===== src/rtl/procyon_mhq_fill_if.sv =====
// Signal bundle between the MHQ fill engine and its neighbours (MHQ head, CCU, LSU/dcache fill port).
// master: the fill engine side; slave: the environment that feeds it and consumes its fills.
interface procyon_mhq_fill_if #(
    parameter int OPTN_ADDR_WIDTH   = 32,
    parameter int OPTN_MHQ_DEPTH    = 4,
    parameter int OPTN_DC_LINE_SIZE = 32
);
    localparam int MHQ_IDX_WIDTH   = (OPTN_MHQ_DEPTH == 1) ? 1 : $clog2(OPTN_MHQ_DEPTH);
    localparam int DC_LINE_WIDTH   = OPTN_DC_LINE_SIZE * 8;
    localparam int DC_OFFSET_WIDTH = $clog2(OPTN_DC_LINE_SIZE);

    logic                                       i_mhq_head_valid;
    logic [OPTN_ADDR_WIDTH-1:DC_OFFSET_WIDTH]   i_mhq_head_addr;
    logic [DC_LINE_WIDTH-1:0]                   i_mhq_head_data;
    logic [OPTN_DC_LINE_SIZE-1:0]               i_mhq_head_byte_select;
    logic [MHQ_IDX_WIDTH-1:0]                   o_mhq_head_ptr;
    logic                                       o_mhq_dequeue;
    logic                                       o_ccu_req;
    logic [OPTN_ADDR_WIDTH-1:DC_OFFSET_WIDTH]   o_ccu_addr;
    logic                                       i_ccu_done;
    logic [DC_LINE_WIDTH-1:0]                   i_ccu_data;
    logic                                       o_mhq_completing;
    logic [OPTN_ADDR_WIDTH-1:DC_OFFSET_WIDTH]   o_mhq_completing_addr;
    logic                                       o_mhq_filling;
    logic [OPTN_ADDR_WIDTH-1:DC_OFFSET_WIDTH]   o_mhq_filling_addr;
    logic                                       o_mhq_fill_en;
    logic [MHQ_IDX_WIDTH-1:0]                   o_mhq_fill_tag;
    logic                                       o_mhq_fill_dirty;
    logic [OPTN_ADDR_WIDTH-1:DC_OFFSET_WIDTH]   o_mhq_fill_addr;
    logic [DC_LINE_WIDTH-1:0]                   o_mhq_fill_data;

    modport master (
        input  i_mhq_head_valid, i_mhq_head_addr, i_mhq_head_data, i_mhq_head_byte_select,
        input  i_ccu_done, i_ccu_data,
        output o_mhq_head_ptr, o_mhq_dequeue, o_ccu_req, o_ccu_addr,
        output o_mhq_completing, o_mhq_completing_addr, o_mhq_filling, o_mhq_filling_addr,
        output o_mhq_fill_en, o_mhq_fill_tag, o_mhq_fill_dirty, o_mhq_fill_addr, o_mhq_fill_data
    );

    modport slave (
        output i_mhq_head_valid, i_mhq_head_addr, i_mhq_head_data, i_mhq_head_byte_select,
        output i_ccu_done, i_ccu_data,
        input  o_mhq_head_ptr, o_mhq_dequeue, o_ccu_req, o_ccu_addr,
        input  o_mhq_completing, o_mhq_completing_addr, o_mhq_filling, o_mhq_filling_addr,
        input  o_mhq_fill_en, o_mhq_fill_tag, o_mhq_fill_dirty, o_mhq_fill_addr, o_mhq_fill_data
    );
endinterface


===== src/rtl/procyon_mhq_fill.sv =====
// MHQ fill engine: fetches the head miss from the CCU, merges pending store bytes, fills and dequeues.
// Define PCYN_MHQ_FULL_LINE_BYPASS_EN to skip the CCU request when the head already holds a full line.
module procyon_mhq_fill #(
    parameter int OPTN_ADDR_WIDTH   = 32,
    parameter int OPTN_MHQ_DEPTH    = 4,
    parameter int OPTN_DC_LINE_SIZE = 32
) (
    input  logic                   clk,
    input  logic                   n_rst,
    procyon_mhq_fill_if.master     mhq
);
    localparam int MHQ_IDX_WIDTH   = (OPTN_MHQ_DEPTH == 1) ? 1 : $clog2(OPTN_MHQ_DEPTH);
    localparam int DC_LINE_WIDTH   = OPTN_DC_LINE_SIZE * 8;
    localparam int DC_OFFSET_WIDTH = $clog2(OPTN_DC_LINE_SIZE);

    typedef logic [OPTN_ADDR_WIDTH-1:DC_OFFSET_WIDTH] line_addr_t;
    typedef enum logic [1:0] {IDLE, REQ, COMPLETE, FILL} state_t;

    state_t                    state_q,    state_d;
    logic [MHQ_IDX_WIDTH-1:0]  head_ptr_q, head_ptr_d;
    logic [MHQ_IDX_WIDTH-1:0]  tag_q,      tag_d;
    line_addr_t                addr_q,     addr_d;
    logic [DC_LINE_WIDTH-1:0]  line_q,     line_d;
    logic                      dirty_q,    dirty_d;
    logic                      fill_en_q,  fill_en_d;
    logic [DC_LINE_WIDTH-1:0]  merged_line;

    // Pending store bytes win over the line returned by the CCU.
    always_comb begin
        merged_line = mhq.i_ccu_data;
        for (int b = 0; b < OPTN_DC_LINE_SIZE; b++) begin
            if (mhq.i_mhq_head_byte_select[b]) merged_line[b*8 +: 8] = mhq.i_mhq_head_data[b*8 +: 8];
        end
    end

    // NOTE: every signal gets its hold value before the case so no path leaves one unassigned (no latches).
    always_comb begin
        state_d    = state_q;
        head_ptr_d = head_ptr_q;
        tag_d      = tag_q;
        addr_d     = addr_q;
        line_d     = line_q;
        dirty_d    = dirty_q;
        fill_en_d  = (state_q == FILL);

        case (state_q)
            IDLE: begin
`ifdef PCYN_MHQ_FULL_LINE_BYPASS_EN
                if (mhq.i_mhq_head_valid && (&mhq.i_mhq_head_byte_select)) begin
                    state_d = COMPLETE;
                    line_d  = mhq.i_mhq_head_data;
                    addr_d  = mhq.i_mhq_head_addr;
                    tag_d   = head_ptr_q;
                    dirty_d = 1'b1;
                end else if (mhq.i_mhq_head_valid) begin
                    state_d = REQ;
                end
`else
                if (mhq.i_mhq_head_valid) state_d = REQ;
`endif
            end
            REQ: begin
                if (mhq.i_ccu_done) begin
                    state_d = COMPLETE;
                    line_d  = merged_line;
                    addr_d  = mhq.i_mhq_head_addr;
                    tag_d   = head_ptr_q;
                    dirty_d = |mhq.i_mhq_head_byte_select;
                end
            end
            COMPLETE: state_d = FILL;
            FILL: begin
                state_d    = IDLE;
                head_ptr_d = (head_ptr_q == MHQ_IDX_WIDTH'(OPTN_MHQ_DEPTH - 1)) ? '0 : head_ptr_q + 1'b1;
            end
            default: state_d = IDLE;
        endcase
    end

    // NOTE: sequential state uses non-blocking assignments so all flops update from pre-edge values.
    always_ff @(posedge clk) begin
        if (!n_rst) begin
            state_q    <= IDLE;
            head_ptr_q <= '0;
            fill_en_q  <= 1'b0;
            dirty_q    <= 1'b0;
        end else begin
            state_q    <= state_d;
            head_ptr_q <= head_ptr_d;
            fill_en_q  <= fill_en_d;
            dirty_q    <= dirty_d;
        end
    end

    // NOTE: captured line/address/tag are qualified by the FSM, so they carry no reset.
    always_ff @(posedge clk) begin
        tag_q  <= tag_d;
        addr_q <= addr_d;
        line_q <= line_d;
    end

    assign mhq.o_mhq_head_ptr        = head_ptr_q;
    assign mhq.o_mhq_dequeue         = (state_q == FILL);
    assign mhq.o_ccu_req             = (state_q == REQ);
    assign mhq.o_ccu_addr            = mhq.i_mhq_head_addr;
    assign mhq.o_mhq_completing      = (state_q == COMPLETE);
    assign mhq.o_mhq_completing_addr = ((state_q == COMPLETE) || (state_q == FILL)) ? addr_q
                                                                                     : mhq.i_mhq_head_addr;
    assign mhq.o_mhq_filling         = (state_q == FILL);
    assign mhq.o_mhq_filling_addr    = addr_q;
    assign mhq.o_mhq_fill_en         = fill_en_q;
    assign mhq.o_mhq_fill_tag        = tag_q;
    assign mhq.o_mhq_fill_dirty      = dirty_q;
    assign mhq.o_mhq_fill_addr       = addr_q;
    assign mhq.o_mhq_fill_data       = line_q;
endmodule

===== src/flat_wrapper.sv =====
// flat-port wrapper written by rule: the top's interface ports become plain ports
module procyon_mhq_fill_flat 
#(
    parameter int OPTN_ADDR_WIDTH   = 32,
    parameter int OPTN_MHQ_DEPTH    = 4,
    parameter int OPTN_DC_LINE_SIZE = 32
)
  (clk, n_rst, mhq_i_mhq_head_valid, mhq_i_mhq_head_addr, mhq_i_mhq_head_data, mhq_i_mhq_head_byte_select, mhq_i_ccu_done, mhq_i_ccu_data, mhq_o_mhq_head_ptr, mhq_o_mhq_dequeue, mhq_o_ccu_req, mhq_o_ccu_addr, mhq_o_mhq_completing, mhq_o_mhq_completing_addr, mhq_o_mhq_filling, mhq_o_mhq_filling_addr, mhq_o_mhq_fill_en, mhq_o_mhq_fill_tag, mhq_o_mhq_fill_dirty, mhq_o_mhq_fill_addr, mhq_o_mhq_fill_data);
  procyon_mhq_fill_if #(.OPTN_ADDR_WIDTH(OPTN_ADDR_WIDTH), .OPTN_MHQ_DEPTH(OPTN_MHQ_DEPTH), .OPTN_DC_LINE_SIZE(OPTN_DC_LINE_SIZE)) mhq_i ();
  input  logic clk;
  input  logic n_rst;
  input wire logic [$bits(mhq_i.i_mhq_head_valid)-1:0] mhq_i_mhq_head_valid;
  input wire logic [$bits(mhq_i.i_mhq_head_addr)-1:0] mhq_i_mhq_head_addr;
  input wire logic [$bits(mhq_i.i_mhq_head_data)-1:0] mhq_i_mhq_head_data;
  input wire logic [$bits(mhq_i.i_mhq_head_byte_select)-1:0] mhq_i_mhq_head_byte_select;
  input wire logic [$bits(mhq_i.i_ccu_done)-1:0] mhq_i_ccu_done;
  input wire logic [$bits(mhq_i.i_ccu_data)-1:0] mhq_i_ccu_data;
  output wire logic [$bits(mhq_i.o_mhq_head_ptr)-1:0] mhq_o_mhq_head_ptr;
  output wire logic [$bits(mhq_i.o_mhq_dequeue)-1:0] mhq_o_mhq_dequeue;
  output wire logic [$bits(mhq_i.o_ccu_req)-1:0] mhq_o_ccu_req;
  output wire logic [$bits(mhq_i.o_ccu_addr)-1:0] mhq_o_ccu_addr;
  output wire logic [$bits(mhq_i.o_mhq_completing)-1:0] mhq_o_mhq_completing;
  output wire logic [$bits(mhq_i.o_mhq_completing_addr)-1:0] mhq_o_mhq_completing_addr;
  output wire logic [$bits(mhq_i.o_mhq_filling)-1:0] mhq_o_mhq_filling;
  output wire logic [$bits(mhq_i.o_mhq_filling_addr)-1:0] mhq_o_mhq_filling_addr;
  output wire logic [$bits(mhq_i.o_mhq_fill_en)-1:0] mhq_o_mhq_fill_en;
  output wire logic [$bits(mhq_i.o_mhq_fill_tag)-1:0] mhq_o_mhq_fill_tag;
  output wire logic [$bits(mhq_i.o_mhq_fill_dirty)-1:0] mhq_o_mhq_fill_dirty;
  output wire logic [$bits(mhq_i.o_mhq_fill_addr)-1:0] mhq_o_mhq_fill_addr;
  output wire logic [$bits(mhq_i.o_mhq_fill_data)-1:0] mhq_o_mhq_fill_data;
  assign mhq_i.i_mhq_head_valid = mhq_i_mhq_head_valid;
  assign mhq_i.i_mhq_head_addr = mhq_i_mhq_head_addr;
  assign mhq_i.i_mhq_head_data = mhq_i_mhq_head_data;
  assign mhq_i.i_mhq_head_byte_select = mhq_i_mhq_head_byte_select;
  assign mhq_i.i_ccu_done = mhq_i_ccu_done;
  assign mhq_i.i_ccu_data = mhq_i_ccu_data;
  assign mhq_o_mhq_head_ptr = mhq_i.o_mhq_head_ptr;
  assign mhq_o_mhq_dequeue = mhq_i.o_mhq_dequeue;
  assign mhq_o_ccu_req = mhq_i.o_ccu_req;
  assign mhq_o_ccu_addr = mhq_i.o_ccu_addr;
  assign mhq_o_mhq_completing = mhq_i.o_mhq_completing;
  assign mhq_o_mhq_completing_addr = mhq_i.o_mhq_completing_addr;
  assign mhq_o_mhq_filling = mhq_i.o_mhq_filling;
  assign mhq_o_mhq_filling_addr = mhq_i.o_mhq_filling_addr;
  assign mhq_o_mhq_fill_en = mhq_i.o_mhq_fill_en;
  assign mhq_o_mhq_fill_tag = mhq_i.o_mhq_fill_tag;
  assign mhq_o_mhq_fill_dirty = mhq_i.o_mhq_fill_dirty;
  assign mhq_o_mhq_fill_addr = mhq_i.o_mhq_fill_addr;
  assign mhq_o_mhq_fill_data = mhq_i.o_mhq_fill_data;
  procyon_mhq_fill #(.OPTN_ADDR_WIDTH(OPTN_ADDR_WIDTH), .OPTN_MHQ_DEPTH(OPTN_MHQ_DEPTH), .OPTN_DC_LINE_SIZE(OPTN_DC_LINE_SIZE)) u_core (.clk(clk), .n_rst(n_rst), .mhq(mhq_i));
endmodule

===== config.mk =====
export PLATFORM = sky130hd
export DESIGN_NAME = procyon_mhq_fill_flat
export DESIGN_NICKNAME = d
export VERILOG_FILES = /design/src/rtl/procyon_mhq_fill_if.sv /design/src/rtl/procyon_mhq_fill.sv /design/src/flat_wrapper.sv
export SDC_FILE = /design/constraint.sdc
export NUM_CORES = 1
export LEC_CHECK = 0
export ABC_AREA = 1
export CAP_MARGIN = 20
export CORE_AREA = 2 2 365 367
export CTS_BUF_LIST = sky130_fd_sc_hd__clkbuf_2
export CTS_CLUSTER_DIAMETER = 150
export DETAILED_ROUTE_END_ITERATION = 16
export DIE_AREA = 0 0 367 369
export PLACE_DENSITY = 0.34
export SYNTH_ARGS = -nofsm -noshare
export SYNTH_HDL_FRONTEND = slang
export SYNTH_SLANG_ARGS = --single-unit

===== constraint.sdc =====
create_clock -name clk -period 7.59 [get_ports clk]
set_input_delay 1.1385 -clock clk [delete_from_list [all_inputs] [get_ports clk]]
set_output_delay 1.1385 -clock clk [all_outputs]
set_load 0.03 [all_outputs]

### Yosys cells after proc, flatten, opt, wreduce, memory -nomap -nowiden

Index checks and enable logic that the tools add are counted.

* bits in registers: 291
* output and inout port bits: 374
* logic and storage cells: 56

* add/subtract/negate cells: 1
* equality and inequality tests: 6
* mux-type cells: 37
* reductions and logical operators: 5

Operator list (number)
* $mux W8: 32
* $reduce_or A32 Y1: 1
* $mux W27: 1
* $pmux W2 S4: 1
* $eq A2 B2 Y1 const B: 3
* $mux W2: 3
* $ne A2 B2 Y1 const B: 2
* $reduce_and A2 Y1: 2
* $add A2 B1 Y2 const B: 1
* $eq A2 B1 Y1 const B: 1
* $logic_not A2 Y1: 1
* $logic_or A1 B1 Y1: 1

### Logic depth before layout (Yosys ltp)

Gate-level depths: netlist of run 1.

* word-level depth: 3
* depth in mapped cells: 7
* depth with buffers taken out: 7

### Worst setup path before layout of run 1

No wires, ideal clock.

* path kind: input-to-reg
* from: in mhq_i_ccu_done
* to: reg u_core.addr_q[5] (netlist: u_core.mhq.o_mhq_fill_addr[10]), enable pin
* arrival time: 6716 ps
* path slack: 239 ps
* cell stages on the path: 2
* path buffers: 0
* cells stage by stage: nand2_1 > inv_1

* longest elaborated chain between the ends: 1

Ends and longest elaborated chain
* start, declared: line flat_wrapper.sv:16 `input wire logic [$bits(mhq_i.i_ccu_done)-1:0] mhq_i_ccu_done;`
* $reduce_and A2 Y1 (no source line)
* end signal, assigned: line procyon_mhq_fill.sv:98 `addr_q <= addr_d;`
* end, declared: line procyon_mhq_fill.sv:22 `line_addr_t addr_q, addr_d;`

No other way between the ends.
A chain may end at the register's enable or synchronous reset.

### Final worst setup path of run 1

* from: reg u_core.state_q[0]
* to: out mhq_o_mhq_completing_addr[22]

* longest elaborated chain between the ends: 3
* elaborated cells between the ends (all ways): 4

Ends and longest elaborated chain
* start, declared: line procyon_mhq_fill.sv:19 `state_t state_q, state_d;`
* start signal, assigned: line procyon_mhq_fill.sv:88 `state_q <= state_d;`
* $eq A2 B2 Y1: line procyon_mhq_fill.sv:107 `assign mhq.o_mhq_completing_addr = ((state_q == COMPLETE) || (state_q == FILL)) ? addr_q`
* $logic_or A1 B1 Y1 (*): line procyon_mhq_fill.sv:107
* $mux W27 (*): line procyon_mhq_fill.sv:107
* end, declared: line flat_wrapper.sv:23 `output wire logic [$bits(mhq_i.o_mhq_completing_addr)-1:0] mhq_o_mhq_completing_addr;`

Mark *: on every way between the ends. The rest lies on a longest branch, timed or not.

==> qor.yml, run 1 <==
cts:
  post-cts-setup-buffers: 0
  worstSkewPairLatency_ns: 1.28
  cts_sinks: 291
  cts_tree: "done"
  clockBufferDepth: 3
  hold_buffers: 0
  cts-root-buf: "clkbuf_2"
  ctsResizeCount: 0
  cts_buffers: 97
  path_clk_slew_ns: 0.08
  cts-htree-levels: 3
yosys:
  syn_inst: 826
  synth_cell_types: 18
  ys_seq_area_share_pct: 67.7
  ys_warn_count: 0
  syn_nets: 1407
  avgSynthCellArea_sq_um: 15.5
  synth_area_sq_um: 12800
  synth_seq_cells: 291
sta:
  finalSetupTns_ns: 0
  setup_violations: 0
  final_max_slew_viol_count: 0
  worst_slew_pin_slew_ns: 1.02
  period_share_pct: 64.8
  rsz0062_at_grt: "no"
  finalCriticalPeriod_ns: 4.92
  hold_viol_final: 0
  skew_ns: 0.141
  fin_ws_ns: 2.67
  max_freq_mhz: 203
  slew_headroom_pct: 31.8
worst_setup_path:
  cp-end-kind: "output port"
  cp_slowest_cell: "nor2_4"
  critPathCapture: "mhq_o_mhq_completing_addr[22]"
  critPathArrivalTime_ns: 3.78
  cp_num_buf_inv: 2
  reg2reg_to: "u_core.mhq.o_mhq_fill_data[74]"
  crit_path_start_kind: "register"
  worst-setup-path-type: "reg2out"
  cp-startpoint: "u_core.state_q[0]"
  r2r_slack_ns: 4.94
  crit_cells: 5
  critical-path-top-delay-family: "simple AND/OR/NAND/NOR gates"
  crit_chain: "inv_1 -> ha_1 -> nor2_4 -> mux2_2 -> clkdlybuf4s50_1"
  path_max_fanout: 27
  r2r_start: "u_core.state_q[1]"
  reg2reg_depth: 5
  required_ns: 6.45
  cp_slowest_stage_delay_ns: 0.76
floorplan:
  die_h_um: 369
  die_x_um: 367
  die_area_sq_um: 135000
  io_pins: 949
  core_area_sq_um: 131000
  rows: 133
  start_util_pct: 9.77
power:
  leakage_nw: 8.59
  power_density_nw_per_um2: 234
  peakVddDrop_mv: 0.0963
finish:
  seq_area_sq_um: 8680
  fillers: 14500
  mostFrequentLayoutCells: "clkdlybuf4s50_1 (948), edfxtp_1 (285), mux2_2 (234), nand2_1 (153), clkbuf_2 (144)"
  drive_above_1_share_pct: 21.3
  area.growth.synth_to_final_pct: 93.8
  nets: 2372
  multi_input_area_sq_um: 3460
  post-route-util_pct: 18.9
  layout_commonest_cell: "clkdlybuf4s50_1"
min_path:
  hp-class: "reg2reg"
  min_from: "u_core.mhq.o_mhq_head_ptr[1]"
detailed_routing:
  wirelength_mm: 83.0
  detailedRoute.firstPassIterationCount: 6
  via_per_inst: 3.02
  ant_nets: 0
  routedWlPerCell_um: 22.9
  drt-initial-drc-count: 387
  routed-via-count: 10900
  drc: 0
place:
  gp_congestion: 0.869
  io_buffers: 948
  pre_cts_ws_ns: 3.85
  place_hpwl_mm: 68.8
global_route:
  antenna_found_initial: 16
  grt_max_degree: 125
  track_usage_pct: 11.8
  grt-ovfl-total: 0
  first_global_vias: 12300
  grt_pass1_wl_mm: 108
job:
  max_cap_violations: 0
outcome:
  status: "finished, final reports clean"
per-stage QoR:
| step | power, W | cell area, sq um | cells | hold WS [ns] |
|---|---|---|---|---|
| floorplan | 0.00337 | 12800 | 826 | 0.499 |
| global placement | 0.00454 | 24000 | 3446 | 0.501 |
| detailed placement | 0.00454 | 24000 | 3447 | 0.509 |
| CTS | 0.00603 | 24800 | 3617 | 0.106 |
| global route | 0.00615 | 24800 | 3622 | 0.176 |
| finish | 0.00581 | 24800 | 3627 | 0.470 |
synthesized netlist by cell type:
library cell    n  area [sq um]
nor2_1         24          90.1
inv_1           9          33.8
buf_8           2          30.0
clkinv_1        6          22.5
mux2_2        234          2640
edfxtp_1      285          8560
ha_1            6          75.1
nor2_4          1          11.3
mux2_4          1          15.0
nand3_1         3          15.0
dfxtp_1         6           120
buf_2          26           130
nand2_1       153           574
nor3_1          3          15.0
o21ai_0         4          20.0
o22ai_1         1          6.26
buf_4          61           458
a21oi_1         1          5.00
final cells by class:
type	instances	area share (%)
antenna	10	0.101
timing repair buffer	955	38.5
clock inverter	26	0.484
tap	1755	8.84
multi-input combinational	431	13.9
sequential	291	34.9
clock buffer	144	2.90
inverter	15	0.257
kinds of logic (layout without fill, tap and decap cells):
family | Yosys count | count (layout) | share of synthesized area [%]
flip-flops | 291 | 291 | 67.7
buffers and inverters | 104 | 1140 | 5.26
AO/OA/AOI/OAI | 6 | 6 | 0.244
adder cells (fa/ha/maj) | 6 | 6 | 0.586
multiplexers | 235 | 235 | 20.7
other | 0 | 10 | 0
AND/OR/NAND/NOR | 184 | 184 | 5.51
power by group:
part	switching (W)	internal [W]
clock network	0.000860	0.000510
registers	0.000104	0.00211
logic	0.00131	0.000920
worst min-delay path by stage:
stage,cells past startpoint,end
floorplan,2,u_core.state_q[1]
finish,0,u_core.mhq.o_mhq_fill_tag[1]
global placement,0,u_core.mhq.o_mhq_fill_tag[1]
CTS,3,u_core.mhq.o_mhq_fill_data[23]
global route,1,u_core.mhq.o_mhq_fill_addr[22]
detailed placement,0,u_core.mhq.o_mhq_fill_tag[1]
layer usage:
metal	wire length, um	track usage [%]	share of wire [%]	vias up
li1	-	-	-	4955
met1	31800	12.9	38	5289
met2	42600	21.2	51	578
met3	6890	4.69	8.3	111
met4	1650	2.86	2.0	6
met5	34	0	0.041	-
state kept, by name, indices dropped and copies added (netlist names):
| name | flops |
|---|---|
| u_core.mhq.o_mhq_fill_addr | 27 |
| u_core.mhq.o_mhq_fill_data | 256 |
| u_core.mhq.o_mhq_fill_dirty | 1 |
| u_core.mhq.o_mhq_fill_en | 1 |
| u_core.mhq.o_mhq_fill_tag | 2 |
| u_core.mhq.o_mhq_head_ptr | 2 |
| u_core.state_q | 2 |
No activity file was read; power rests on OpenSTA's default activity.
==> run 2, diff against run 1 <==
==> constraint.sdc (replaced) <==
create_clock -name clk -period 4.4 [get_ports clk]
set_input_delay 0.66 -clock clk [delete_from_list [all_inputs] [get_ports clk]]
set_output_delay 0.66 -clock clk [all_outputs]
set_load 0.03 [all_outputs]
==> run 2 against run 1 <==
Compared with the run above: clock-buffer cell count down 18; setup slack worse by 2.3 ns; register-to-register slack got worse by 3.0 ns; combinational power grew 94%; clock skew fell by 0.072 ns.
==> qor.yml, run 2 (synthesis gave the netlist of run 1 again) <==
sta:
  finalCriticalPeriod_ns: 3.98
  finalSetupTns_ns: 0  # unchanged
  setup_violations: 0  # unchanged
  worst_slew_pin_slew_ns: 0.856  # was 1.02 ns
  period_share_pct: 90.5
  final_max_slew_viol_count: 0  # unchanged
  hold_ws_ns: 0.329  # was 0.470 ns
  slew_headroom_pct: 42.7  # was 31.8%
  skew_ns: 0.0696  # was 0.141 ns
  max_freq_mhz: 251
  hold_viol_final: 0  # unchanged
min_path:
  hp-class: "in2reg"  # was reg2reg
floorplan:
  rows: 133  # unchanged
  io_pins: 949  # unchanged
  die_area_sq_um: 135000  # unchanged
  start_util_pct: 9.77  # unchanged
  die_x_um: 367  # unchanged
  die_h_um: 369  # unchanged
  core_area_sq_um: 131000  # unchanged
global_route:
  grt_pass1_wl_mm: 106  # was 108 mm
  grt-ovfl-total: 0  # unchanged
  track_usage_pct: 11.1  # was 11.8%
  first_global_vias: 14900  # was 12.3k
  antenna_found_initial: 16  # unchanged
  grt_max_degree: 110  # was 125
cts:
  cts-root-buf: "clkbuf_2"  # unchanged
  worstSkewPairLatency_ns: 1.23  # was 1.28 ns
  cts_tree: "done"  # unchanged
  path_clk_slew_ns: 0.09  # was 0.08 ns
  cts_buffers: 93  # was 97
  clockBufferDepth: 3  # unchanged
  cts-htree-levels: 3  # unchanged
  cts_sinks: 291  # unchanged
worst_setup_path:
  worst-setup-path-type: "reg2out"  # unchanged
  path_max_fanout: 7  # was 27
  required_ns: 3.74  # was 6.45 ns
  critPathArrivalTime_ns: 3.32  # was 3.78 ns
  cp-end-kind: "output port"  # unchanged
  r2r_slack_ns: 1.93  # was 4.94 ns
  crit_path_start_kind: "register"  # unchanged
finish:
  post-route-util_pct: 23.1  # was 18.9%
  area.growth.synth_to_final_pct: 137  # was 93.8%
  mostFrequentLayoutCells: "clkdlybuf4s50_1 (946), dlygate4sd3_1 (538), edfxtp_1 (285), mux2_2 (234), nand2_1 (152)"  # was clkdlybuf4s50_1 (948), edfxtp_1 (285), mux2_2 (234), nand2_1 (153), clkbuf_2 (144)
  stdcell_count: 4169  # was 3627
  layout_commonest_cell: "clkdlybuf4s50_1"  # unchanged
  drive_above_1_share_pct: 16.5  # was 21.3%
  nets: 2913  # was 2372
  largest_reg_flops: 256  # unchanged
  fillers: 14200  # was 14.5k
power:
  peakVddDrop_mv: 0.152  # was 0.0963 mV
  power_density_nw_per_um2: 345  # was 234 nW/um^2
  finalPower_w: 0.0105  # was 0.00581 W
  leakage_nw: 10.9  # was 8.59 nW
detailed_routing:
  wirelength_mm: 77.3  # was 83.0 mm
  routed-via-count: 13000  # was 10.9k
  routedWlPerCell_um: 18.5  # was 22.9 um
  drc: 0  # unchanged
  ant_nets: 0  # unchanged
  drt-initial-drc-count: 467  # was 387
  via_per_inst: 3.12  # was 3.02
  detailedRoute.firstPassIterationCount: 5  # was 6
place:
  place_hpwl_mm: 61.5  # was 68.8 mm
  io_buffers: 948  # unchanged
  dpl.cell_count: 3449  # was 3447
  gp_congestion: 0.898  # was 0.869
job:
  max_cap_violations: 0  # unchanged
outcome:
  status: "finished, final reports clean"  # unchanged
==> run 2: area by class of cell <==
| cell class | count | area [sq um] | share of cell area [%] |
|---|---|---|---|
| flip-flops and latches | 291 | 8680 | 28.6 |
| inverters | 15 | 60.1 | 0.198 |
| clock buffers | 126 | 631 | 2.08 |
| diodes | 11 | 27.5 | 0.0907 |
| clock inverters | 40 | 228 | 0.751 |
| multi-input cells | 432 | 3500 | 11.5 |
| well taps | 1755 | 2200 | 7.24 |
| repair buffers | 1499 | 15000 | 49.5 |
==> run 2: final timing paths <==
check,start,depth (start not counted),end
setup reg to reg,u_core.state_q[0],5,u_core.mhq.o_mhq_fill_data[152]
setup / recovery,u_core.state_q[0],6,mhq_o_mhq_completing_addr[0]
hold / removal,n_rst,3,u_core.mhq.o_mhq_head_ptr[0]
hold reg to reg,u_core.mhq.o_mhq_head_ptr[1],0,u_core.mhq.o_mhq_fill_tag[1]
==> run 2: per-stage QoR <==
step / setup slack [ns] / instance area, sq um
global placement: 1.24 / 24000
finish: 0.420 / 30300
CTS: 0.0444 / 30300
detailed placement: 1.19 / 24000
global route: -0.0270 / 30300
floorplan: -0.967 / 12800
==> run 2: repair_timing <==
item                                   4_1_cts  5_1_grt
gates resized for setup                      1        2
cloned                                       1        0
pin swaps                                    2        0
buffers inserted                             4        0
setup endpoints to repair                   27        2
endpoints found under the hold margin      283        0
hold buffers                               538        0
==> run 2: per-layer routing <==
layer | global-route usage, % | vias to the layer above | wire length [um]
met5 | 0 | - | 44
met1 | 11.8 | 6241 | 29100
met4 | 3.79 | 6 | 1970
met3 | 4.67 | 122 | 7070
li1 | - | 6049 | -
met2 | 19.6 | 606 | 39100
==> run 2: where the power goes <==
part           switching [W]  internal (W)  total [W]
logic                0.00229       0.00203    0.00432
registers           0.000192       0.00363    0.00383
clock network        0.00140      0.000910    0.00231
total                0.00388       0.00657     0.0105
==> run 2: worst max-delay path: stages (launching register included) <==
cell             delay [ns]
dfxtp_1                0.43
inv_1                  0.12
ha_1                   0.32
nor2_4                 0.15
buf_4                  0.19
mux2_2                 0.35
clkdlybuf4s50_1        0.60
==> run 3, diff against run 2 <==
--- a/config.mk
+++ b/config.mk
@@ -12,7 +12,7 @@
 export CTS_CLUSTER_DIAMETER = 150
 export DETAILED_ROUTE_END_ITERATION = 16
 export DIE_AREA = 0 0 367 369
-export PLACE_DENSITY = 0.34
+export PLACE_DENSITY = 0.35
 export SYNTH_ARGS = -nofsm -noshare
 export SYNTH_HDL_FRONTEND = slang
 export SYNTH_SLANG_ARGS = --single-unit
==> run 3 against run 2 <==
Compared with the run above: fmax is 2.8% higher; utilization is 0.10 points lower; die area did not move; combinational power shrank 2%; clock power up 3%; global-route usage up 0.50 points; cell count is 0.38% lower; critical path depth unchanged; clock-buffer cell count unchanged; clock skew down 0.018 ns; non-clock buffer count is 7 lower.
==> qor.yml, run 3 (synthesis gave the netlist of run 1 again) <==
sta:
  finalSetupTns_ns: 0  # unchanged
  fin_ws_ns: 0.530  # was 0.420 ns
  slew_headroom_pct: 41.8  # was 42.7%
  final_max_slew_viol_count: 0  # unchanged
  max_freq_mhz: 258  # was 251 MHz
  worst_slew_pin_slew_ns: 0.870  # was 0.856 ns
  finalCriticalPeriod_ns: 3.87  # was 3.98 ns
  skew_ns: 0.0512  # was 0.0696 ns
  hold_viol_final: 0  # unchanged
  setup_violations: 0  # unchanged
  period_share_pct: 88.0  # was 90.5%
  rsz0062_at_grt: "no"
global_route:
  grt_max_degree: 110  # unchanged
  antenna_found_initial: 8  # was 16
  first_global_vias: 14700  # was 14.9k
  grt-ovfl-total: 0  # unchanged
  track_usage_pct: 11.6  # was 11.1%
  grt_pass1_wl_mm: 110  # was 106 mm
worst_setup_path:
  r2r_slack_ns: 1.76  # was 1.93 ns
  critPathArrivalTime_ns: 3.21  # was 3.32 ns
  required_ns: 3.74  # about the same
  crit_chain: "inv_1 -> ha_1 -> nor2_4 -> buf_8 -> mux2_2 -> dlygate4sd2_1"  # was inv_1 -> ha_1 -> nor2_4 -> buf_4 -> mux2_2 -> clkdlybuf4s50_1
  reg2reg_depth: 8  # was 5
  cp_slowest_stage_delay_ns: 0.43  # was 0.60 ns
  worst-setup-path-type: "reg2out"  # unchanged
  crit_path_start_kind: "register"  # unchanged
  cp_num_buf_inv: 3  # unchanged
  reg2reg_to: "u_core.state_q[1]"  # was u_core.mhq.o_mhq_fill_data[152]
  cp-end-kind: "output port"  # unchanged
  cp_slowest_cell: "dfxtp_1"  # was clkdlybuf4s50_1
  path_max_fanout: 27  # was 7
  r2r_start: "u_core.state_q[0]"  # unchanged
  critical-path-top-delay-family: "buffers and inverters"  # unchanged
power:
  leakage_nw: 10.8  # was 10.9 nW
  peakVddDrop_mv: 0.172  # was 0.152 mV
  power_density_nw_per_um2: 346  # was 345 nW/um^2
place:
  dpl-instance-area_sq_um: 24100  # was 24000 sq um
  place_hpwl_mm: 64.8  # was 61.5 mm
  pre_cts_ws_ns: 1.33  # was 1.19 ns
  gp_congestion: 0.903  # was 0.898
  io_buffers: 948  # unchanged
floorplan:
  start_util_pct: 9.77  # unchanged
  die_x_um: 367  # unchanged
  die_h_um: 369  # unchanged
  io_pins: 949  # unchanged
  core_area_sq_um: 131000  # unchanged
  rows: 133  # unchanged
  die_area_sq_um: 135000  # unchanged
min_path:
  worstHoldPathCells: 2  # was 3
  min_from: "mhq_i_ccu_data[180]"  # was n_rst
  hp-class: "in2reg"  # unchanged
  min_to: "u_core.mhq.o_mhq_fill_data[180]"  # was u_core.mhq.o_mhq_head_ptr[0]
cts:
  path_clk_slew_ns: 0.09  # about the same
  post-cts-setup-buffers: 0  # was 4
  clockBufferDepth: 3  # unchanged
  cts-root-buf: "clkbuf_2"  # unchanged
  cts_tree: "done"  # unchanged
  cts_sinks: 291  # unchanged
  worstSkewPairLatency_ns: 1.23  # about the same
  cts_buffers: 95  # was 93
  cts-htree-levels: 3  # unchanged
detailed_routing:
  drc: 0  # unchanged
  drt-initial-drc-count: 518  # was 467
  wirelength_mm: 81.4  # was 77.3 mm
  detailedRoute.firstPassIterationCount: 4  # was 5
  ant_nets: 0  # unchanged
  routed-via-count: 13000  # about the same
  routedWlPerCell_um: 19.6  # was 18.5 um
  via_per_inst: 3.13  # was 3.12
finish:
  layout_commonest_cell: "clkdlybuf4s50_1"  # unchanged
  multi_input_area_sq_um: 3490  # was 3500 sq um
  final_area_sq_um: 30200  # was 30300 sq um
  nets: 2907  # was 2913
  largest_reg_flops: 256  # unchanged
  seq_area_sq_um: 8680  # unchanged
  drive_above_1_share_pct: 16.2  # was 16.5%
  area.growth.synth_to_final_pct: 136  # was 137%
  post-route-util_pct: 23.0  # was 23.1%
  mostFrequentLayoutCells: "clkdlybuf4s50_1 (921), dlygate4sd3_1 (530), edfxtp_1 (285), mux2_2 (234), nand2_1 (152)"  # was clkdlybuf4s50_1 (946), dlygate4sd3_1 (538), edfxtp_1 (285), mux2_2 (234), nand2_1 (152)
  fillers: 14200  # about the same
job:
  max_cap_violations: 0  # unchanged
outcome:
  status: "finished, final reports clean"  # unchanged
-- run 3: worst max-delay path by stage --
stage | from | to | slack, ns | cells after the start
finish | u_core.state_q[0] | mhq_o_mhq_completing_addr[21] | 0.53 | 6
global route | u_core.state_q[0] | mhq_o_mhq_completing_addr[21] | 0.11 | 6
CTS | u_core.state_q[0] | mhq_o_mhq_completing_addr[21] | 0.12 | 6
detailed placement | u_core.state_q[0] | mhq_o_mhq_completing_addr[21] | 1.33 | 6
global placement | mhq_i_mhq_head_byte_select[15] | u_core.mhq.o_mhq_fill_dirty | 1.31 | 7
floorplan | mhq_i_ccu_done | u_core.mhq.o_mhq_fill_addr[10] | -0.97 | 2
-- run 3: per-stage QoR --
step / power, W / std cells / hold slack, ns
after floorplan: 0.00578 / 826 / 0.510
after global placement: 0.00780 / 3454 / 0.488
after detailed placement: 0.00780 / 3454 / 0.488
after CTS: 0.0108 / 4145 / 0.0000494
after global routing: 0.0110 / 4151 / 0.0221
final: 0.0105 / 4153 / 0.318
-- run 3: timing repair --
| action | CTS | global route |
|---|---|---|
| hold buffers | 530 | 0 |
| endpoints found under the hold margin | 282 | 0 |
| setup endpoints to repair | 27 | 0 |
| gates resized for setup | 29 | 0 |
-- run 3: per-layer routing --
layer,part of all wire [%],global-route usage (%),vias up
met4,3.1,4.19,2
met5,0.0086,0,-
met1,37,12.5,6217
met2,50,20.1,600
met3,9.5,4.87,137
li1,-,-,6026
-- run 3: layout make-up --
class	instances	share of cell area (%)
Timing Repair Buffer	1492	49.4
Clock buffer	126	2.09
Multi-Input combinational cell	431	11.6
Antenna cell	8	0.0663
Clock inverter	35	0.717
Inverter	15	0.199
Sequential cell	291	28.7
Tap cell	1755	7.27
-- run 3: where the power goes --
part	switching (W)	internal, W
clock	0.00141	0.000953
combinational	0.00230	0.00196
sequential	0.000197	0.00363
total	0.00391	0.00654
